[src/rtl/lcplc_input_sequencer.sv]
// Input sequencer for the LCPLC coder: reorders nothing, but tags each sample with
// row/slice/band/image last flags and holds the per-image coder config. Optional: LCPLC_SEQ_STALL_COUNT_EN.
module lcplc_input_sequencer #(
  parameter int unsigned DATA_WIDTH            = 16,
  parameter int unsigned MAX_SLICE_SIZE_LOG    = 8,
  parameter int unsigned BAND_WIDTH            = 10,
  parameter int unsigned SLICE_CNT_WIDTH       = 16,
  parameter int unsigned QUANTIZER_SHIFT_WIDTH = 4
) (
  input  logic                             clk,
  input  logic                             rst,
  input  logic                             start,
  input  logic [MAX_SLICE_SIZE_LOG-1:0]    cfg_cols_m1,
  input  logic [MAX_SLICE_SIZE_LOG-1:0]    cfg_rows_m1,
  input  logic [BAND_WIDTH-1:0]            cfg_bands_m1,
  input  logic [SLICE_CNT_WIDTH-1:0]       cfg_slices_m1,
  input  logic [QUANTIZER_SHIFT_WIDTH-1:0] cfg_quant_shift_in,
  input  logic [63:0]                      cfg_threshold_in,
  input  logic                             s_valid,
  output logic                             s_ready,
  input  logic [DATA_WIDTH-1:0]            s_data,
  output logic                             x_valid,
  input  logic                             x_ready,
  output logic [DATA_WIDTH-1:0]            x_data,
  output logic                             x_last_r,
  output logic                             x_last_s,
  output logic                             x_last_b,
  output logic                             x_last_i,
  output logic [QUANTIZER_SHIFT_WIDTH-1:0] cfg_quant_shift,
  output logic [63:0]                      cfg_threshold,
  output logic                             busy,
  output logic                             cfg_error
`ifdef LCPLC_SEQ_STALL_COUNT_EN
  ,
  output logic [31:0]                      stall_cycles
`endif
);

  localparam int unsigned PW = 2 * MAX_SLICE_SIZE_LOG + 1;
  localparam logic [PW-1:0] MAX_AREA = PW'(1) << MAX_SLICE_SIZE_LOG;

  typedef enum logic [1:0] {
    ST_IDLE,
    ST_RUN,
    ST_DRAIN
  } state_t;

  state_t                           state_q, state_d;
  logic [MAX_SLICE_SIZE_LOG-1:0]    cols_q, cols_d, rows_q, rows_d;
  logic [BAND_WIDTH-1:0]            bands_q, bands_d;
  logic [SLICE_CNT_WIDTH-1:0]       slices_q, slices_d;
  logic [QUANTIZER_SHIFT_WIDTH-1:0] qshift_q, qshift_d;
  logic [63:0]                      thr_q, thr_d;
  logic [MAX_SLICE_SIZE_LOG-1:0]    col_q, col_d, row_q, row_d;
  logic [BAND_WIDTH-1:0]            band_q, band_d;
  logic [SLICE_CNT_WIDTH-1:0]       slice_q, slice_d;
  logic                             full_q, full_d;
  logic [DATA_WIDTH-1:0]            data_q, data_d;
  logic [3:0]                       flags_q, flags_d;
  logic                             cfg_err_q, cfg_err_d;
  logic [31:0]                      stall_q, stall_d;

  logic [PW-1:0] cols_p1, rows_p1, area;
  logic          cfg_ok;
  logic          lr, ls, lb, li;
  logic          accept;

  assign cols_p1 = PW'(cfg_cols_m1) + PW'(1);
  assign rows_p1 = PW'(cfg_rows_m1) + PW'(1);
  assign area    = cols_p1 * rows_p1;
  assign cfg_ok  = (area <= MAX_AREA);

  assign lr = (col_q == cols_q);
  assign ls = lr && (row_q == rows_q);
  assign lb = ls && (band_q == bands_q);
  assign li = lb && (slice_q == slices_q);

  always_comb begin
    state_d   = state_q;
    cols_d    = cols_q;
    rows_d    = rows_q;
    bands_d   = bands_q;
    slices_d  = slices_q;
    qshift_d  = qshift_q;
    thr_d     = thr_q;
    col_d     = col_q;
    row_d     = row_q;
    band_d    = band_q;
    slice_d   = slice_q;
    full_d    = full_q;
    data_d    = data_q;
    flags_d   = flags_q;
    cfg_err_d = 1'b0;
    stall_d   = stall_q;
    s_ready   = 1'b0;
    accept    = 1'b0;

    if (state_q != ST_IDLE && full_q && !x_ready && stall_q != '1) begin
      stall_d = stall_q + 32'd1;
    end

    case (state_q)
      ST_IDLE: begin
        if (start) begin
          if (cfg_ok) begin
            cols_d   = cfg_cols_m1;
            rows_d   = cfg_rows_m1;
            bands_d  = cfg_bands_m1;
            slices_d = cfg_slices_m1;
            qshift_d = cfg_quant_shift_in;
            thr_d    = cfg_threshold_in;
            col_d    = '0;
            row_d    = '0;
            band_d   = '0;
            slice_d  = '0;
            stall_d  = '0;
            state_d  = ST_RUN;
          end else begin
            cfg_err_d = 1'b1;
          end
        end
      end
      ST_RUN: begin
        s_ready = !full_q || x_ready;
        accept  = s_valid && s_ready;
        if (accept) begin
          full_d  = 1'b1;
          data_d  = s_data;
          flags_d = {lr, ls, lb, li};
          // Nested wrap: each counter only moves when every inner one wraps.
          if (lr) begin
            col_d = '0;
            if (ls) begin
              row_d = '0;
              if (lb) begin
                band_d  = '0;
                slice_d = li ? '0 : slice_q + 1'b1;
              end else begin
                band_d = band_q + 1'b1;
              end
            end else begin
              row_d = row_q + 1'b1;
            end
          end else begin
            col_d = col_q + 1'b1;
          end
          if (li) state_d = ST_DRAIN;
        end else if (x_ready) begin
          full_d = 1'b0;
        end
      end
      ST_DRAIN: begin
        if (!full_q || x_ready) begin
          full_d  = 1'b0;
          state_d = ST_IDLE;
        end
      end
      default: state_d = ST_IDLE;
    endcase
  end

  always_ff @(posedge clk or posedge rst) begin
    if (rst) begin
      state_q   <= ST_IDLE;
      cols_q    <= '0;
      rows_q    <= '0;
      bands_q   <= '0;
      slices_q  <= '0;
      qshift_q  <= '0;
      thr_q     <= '0;
      col_q     <= '0;
      row_q     <= '0;
      band_q    <= '0;
      slice_q   <= '0;
      full_q    <= 1'b0;
      data_q    <= '0;
      flags_q   <= '0;
      cfg_err_q <= 1'b0;
      stall_q   <= '0;
    end else begin
      state_q   <= state_d;
      cols_q    <= cols_d;
      rows_q    <= rows_d;
      bands_q   <= bands_d;
      slices_q  <= slices_d;
      qshift_q  <= qshift_d;
      thr_q     <= thr_d;
      col_q     <= col_d;
      row_q     <= row_d;
      band_q    <= band_d;
      slice_q   <= slice_d;
      full_q    <= full_d;
      data_q    <= data_d;
      flags_q   <= flags_d;
      cfg_err_q <= cfg_err_d;
      stall_q   <= stall_d;
    end
  end

  assign x_valid         = full_q;
  assign x_data          = data_q;
  assign x_last_r        = flags_q[3] && full_q;
  assign x_last_s        = flags_q[2] && full_q;
  assign x_last_b        = flags_q[1] && full_q;
  assign x_last_i        = flags_q[0] && full_q;
  assign cfg_quant_shift = qshift_q;
  assign cfg_threshold   = thr_q;
  assign busy            = (state_q != ST_IDLE);
  assign cfg_error       = cfg_err_q;

`ifdef LCPLC_SEQ_STALL_COUNT_EN
  assign stall_cycles = stall_q;
`else
  logic unused_stall;
  assign unused_stall = ^stall_q;
`endif

endmodule
[config.mk]
export PLATFORM = sky130hd
export DESIGN_NAME = lcplc_input_sequencer
export DESIGN_NICKNAME = d
export VERILOG_FILES = /design/src/rtl/lcplc_input_sequencer.sv
export SDC_FILE = /design/constraint.sdc
export NUM_CORES = 1
export LEC_CHECK = 0
export ABC_AREA = 1
export BUFFER_PORTS_ARGS = -buffer_cell sky130_fd_sc_hd__buf_2
export CORE_MARGIN = 1.5
export CORE_UTILIZATION = 30
export CTS_BUF_LIST = sky130_fd_sc_hd__clkbuf_4 sky130_fd_sc_hd__clkbuf_8
export DETAILED_ROUTE_END_ITERATION = 10
export HOLD_SLACK_MARGIN = 0.08
export PLACE_DENSITY = 0.5
export SLEW_MARGIN = 40
export SYNTH_ARGS = -nofsm -noshare
export SYNTH_HDL_FRONTEND = slang
export SYNTH_SLANG_ARGS = --single-unit
[constraint.sdc]
create_clock -name clk -period 5.2 [get_ports clk]
set_input_delay 0.52 -clock clk [delete_from_list [all_inputs] [get_ports clk]]
set_output_delay 0.52 -clock clk [all_outputs]
set_load 0.005 [all_outputs]
==> metrics.csv <==
metric,value,unit
initial_core_util,0.303,
cp.required,5590,ps
reg2reg_to,band_q[2],
clk_path_buf_depth,2,
area_growth,32.7,%
synth_warnings,0,
yosysUniqueCellTypes,44,
drc,0,
drt_wl_total,34.4,mm
grt_pass1_vias,10098,
hold_end,cfg_threshold[28],
drt_pass1_iterations,6,
status,"finished, final reports clean",
place_congestion,0.872,
finalSetupViolCount,0,
yosysSeqAreaShare,0.388,
ant_nets,0,
grt_remaining_overflow,0,
wl_per_cell,14.7,µm
synthFlopType,dfrtp_1,
max-cap-violations,0,
avgSynthCellArea,7.61,µm²
maxSlewHeadroom,0.524,
h-tree-depth,4,
timing.final.crit_period,5050,ps
vias_per_cell,4.47,
power_density,462,nW/µm²
port_buffers,222,
clock_skew,19.4,ps
cp_max_fo,13,
track_usage,0.172,
cts_inserted_buffers,17,
dieArea,39100,µm²
antenna_found_initial,1,
cts_root_buf,clkbuf_8,
ios,223,
synthCells,1493,
postSynth.asyncResetShare,1.00,
synth_area,11400,µm²
synth-edff-count,0,
fin_crit_sh,0.970,
cts.sinks,176,
dp_hpwl,25.2,mm
leakage,8.24,nW
die_h,198,µm
vias,10445,
layout.nets,2036,
max_freq,0.198,GHz
peakVddDrop,0.000247,V
placed_cell_area,14000,µm²
tritoncts,built,
hold_path_class,in2reg,
grt_max_degree,91,
hold_viol,0,
ys_ff_latch,176,
tightestPinTransition,711,ps
final_area,15100,µm²
holdPathStages,3,
placeableCoreArea,37500,µm²
grt_pass1_wl,52.9,mm
clkTransAtPathRegs,110,ps
cp-start-kind,input pin,
reg2regPathDepth,12,
drive_gt1_frac,0.286,
rr_startpoint,col_q[2],
min_from,cfg_threshold_in[28],
cp.arrival,5430,ps
clk_latency,500,ps
slew_violations,0,
critical_path_class,in2reg,
drtIter0Drc,498,
dieWidth,198,µm
hold_ws,204,ps
r2r_setup_slack,2480,ps
cp-end-kind,register,
rows,71,
syn_nets,1715,
==> worst max path at each step <==
stage	from	endpoint	slack [ps]	cells past startpoint
floorplan	cfg_cols_m1[0]	slice_q[4]	5	32
global placement	cfg_cols_m1[0]	slices_q[3]	-630	30
detailed placement	cfg_rows_m1[1]	slices_q[6]	-610	26
CTS	cfg_rows_m1[1]	cfg_threshold[31]	20	27
global route	cfg_rows_m1[1]	cfg_threshold[10]	-40	28
finish	cfg_rows_m1[0]	cfg_threshold[7]	150	28
==> cell usage after synthesis (2+ instances only) <==
library cell / count / area [µm²]
a21oi_1: 6 / 30.0
a22oi_1: 2 / 15.0
a31oi_1: 3 / 18.8
and2_1: 2 / 12.5
buf_2: 20 / 100
buf_4: 4 / 30.0
buf_6: 2 / 22.5
clkbuf_1: 15 / 56.3
clkbuf_2: 2 / 10.0
clkinv_1: 3 / 11.3
dfrtp_1: 176 / 4400
fa_1: 49 / 981
ha_1: 42 / 526
inv_1: 188 / 706
inv_2: 4 / 15.0
nand2_1: 591 / 2220
nand2_2: 3 / 18.8
nand3_1: 52 / 260
nand3_2: 6 / 60.1
nand3b_1: 3 / 22.5
nand4_1: 36 / 225
nand4_4: 2 / 42.5
nor2_1: 110 / 413
nor2_2: 4 / 25.0
nor2_4: 2 / 22.5
nor3_1: 28 / 140
nor3b_1: 2 / 15.0
nor4_1: 4 / 25.0
o21ai_0: 47 / 235
o21ai_1: 2 / 10.0
o21ai_2: 8 / 70.1
o21bai_1: 3 / 22.5
or2_2: 15 / 93.8
xnor2_1: 15 / 131
xor2_1: 33 / 289
==> repair_timing <==
action | 4_1_cts | 5_1_grt
hold buffers | 1 | 0
gates resized for setup | 5 | 117
cloned | 1 | 9
pin swaps | 0 | 46
endpoints found under the setup margin | 68 | 155
endpoints found under the hold margin | 16 | 0
buffers inserted | 0 | 11
==> per-layer routing <==
| metal | vias up | GRT usage | part of all wire |
|---|---|---|---|
| li1 | 5261 | - | - |
| met1 | 4966 | 0.223 | 0.45 |
| met2 | 185 | 0.291 | 0.49 |
| met3 | 33 | 0.0309 | 0.036 |
| met4 | 0 | 0.0523 | 0.021 |
| met5 | - | 0 | 0 |
==> registers in the layout, indices dropped and copies added (netlist names) <==
register         flops
cfg_quant_shift      4
bands_q             10
slice_q             16
flags_q              4
cfg_threshold       64
x_data              16
cols_q               8
band_q              10
row_q                8
rows_q               8
x_valid              1
cfg_error            1
slices_q            16
col_q                8
state_q              2
==> cells in the final DEF, fill, tap and decap left out, drive strengths merged <==
cell         instances
buf                337
a21oi                8
a22oi                2
dfrtp              176
nand3               60
nor2               117
ha                  42
clkbuf              22
xnor2               15
o22ai                1
clkinvlp             4
o21bai               3
nor3                28
o221ai               1
a21o                 1
or2                 15
dlygate4sd3          1
o21ai               57
nand3b               3
a31oi                3
fa                  49
and3                 1
nor4                 4
nand2              595
nor3b                2
clkinv              10
inv                196
xor2                33
and2                 2
nand4               39
diode                1
==> critical path, stage by stage <==
cell	delay, ps
buf_4	140
ha_4	170
nand3_4	110
xor2_2	170
inv_2	80
buf_4	150
nor2_2	140
fa_1	430
fa_1	510
fa_1	530
inv_2	40
fa_1	540
inv_2	50
ha_4	300
nand2_4	80
nor2_4	120
nand2_2	80
nor2_4	100
nand3b_1	180
inv_1	70
nand2_2	70
nand2_4	80
nand4_4	180
clkinv_8	120
buf_12	150
clkbuf_16	170
nand2_1	60
nand2_1	60
==> power breakdown <==
part           internal (W)  switching, W
Sequential          0.00181      0.000302
Combinational       0.00158       0.00236
Clock              0.000344      0.000581
Total               0.00373       0.00324
==> cell families (layout without fill, tap and decap cells) <==
family | Yosys count | count (layout) | share of synthesized area
buffers and inverters | 239 | 570 | 0.0840
xor gates and xnor gates | 48 | 48 | 0.0370
AOI/OAI and AO/OA | 76 | 76 | 0.0395
adders and majority gates | 91 | 91 | 0.133
and+or+nand+nor | 863 | 866 | 0.319
other | 0 | 1 | 0
DFF | 176 | 176 | 0.388
==> area by class of cell <==
cell class              instances  area, µm²
clock buffers                  17        234
flip-flops and latches        176       4400
diodes                          1       2.50
fillers                      3979      22400
clock inverters                15        130
inverters                     195        751
repair buffers                343       2350
well taps                     511        639
multi-input cells            1081       6570
==> per-stage QoR <==
stage,TNS [ps],power [W],utilization,setup slack [ps],instances
after floorplan,0,0.00444,-,4.90,1493
after global placement,-83780,0.00562,0.372,-626,2284
after detailed placement,-79870,0.00565,0.373,-610,2286
after CTS,0,0.00663,0.385,16.5,2320
after global routing,-839,0.00760,0.402,-39.9,2338
final,0,0.00697,0.402,154,2339
Power figures use the tool's default switching activity.
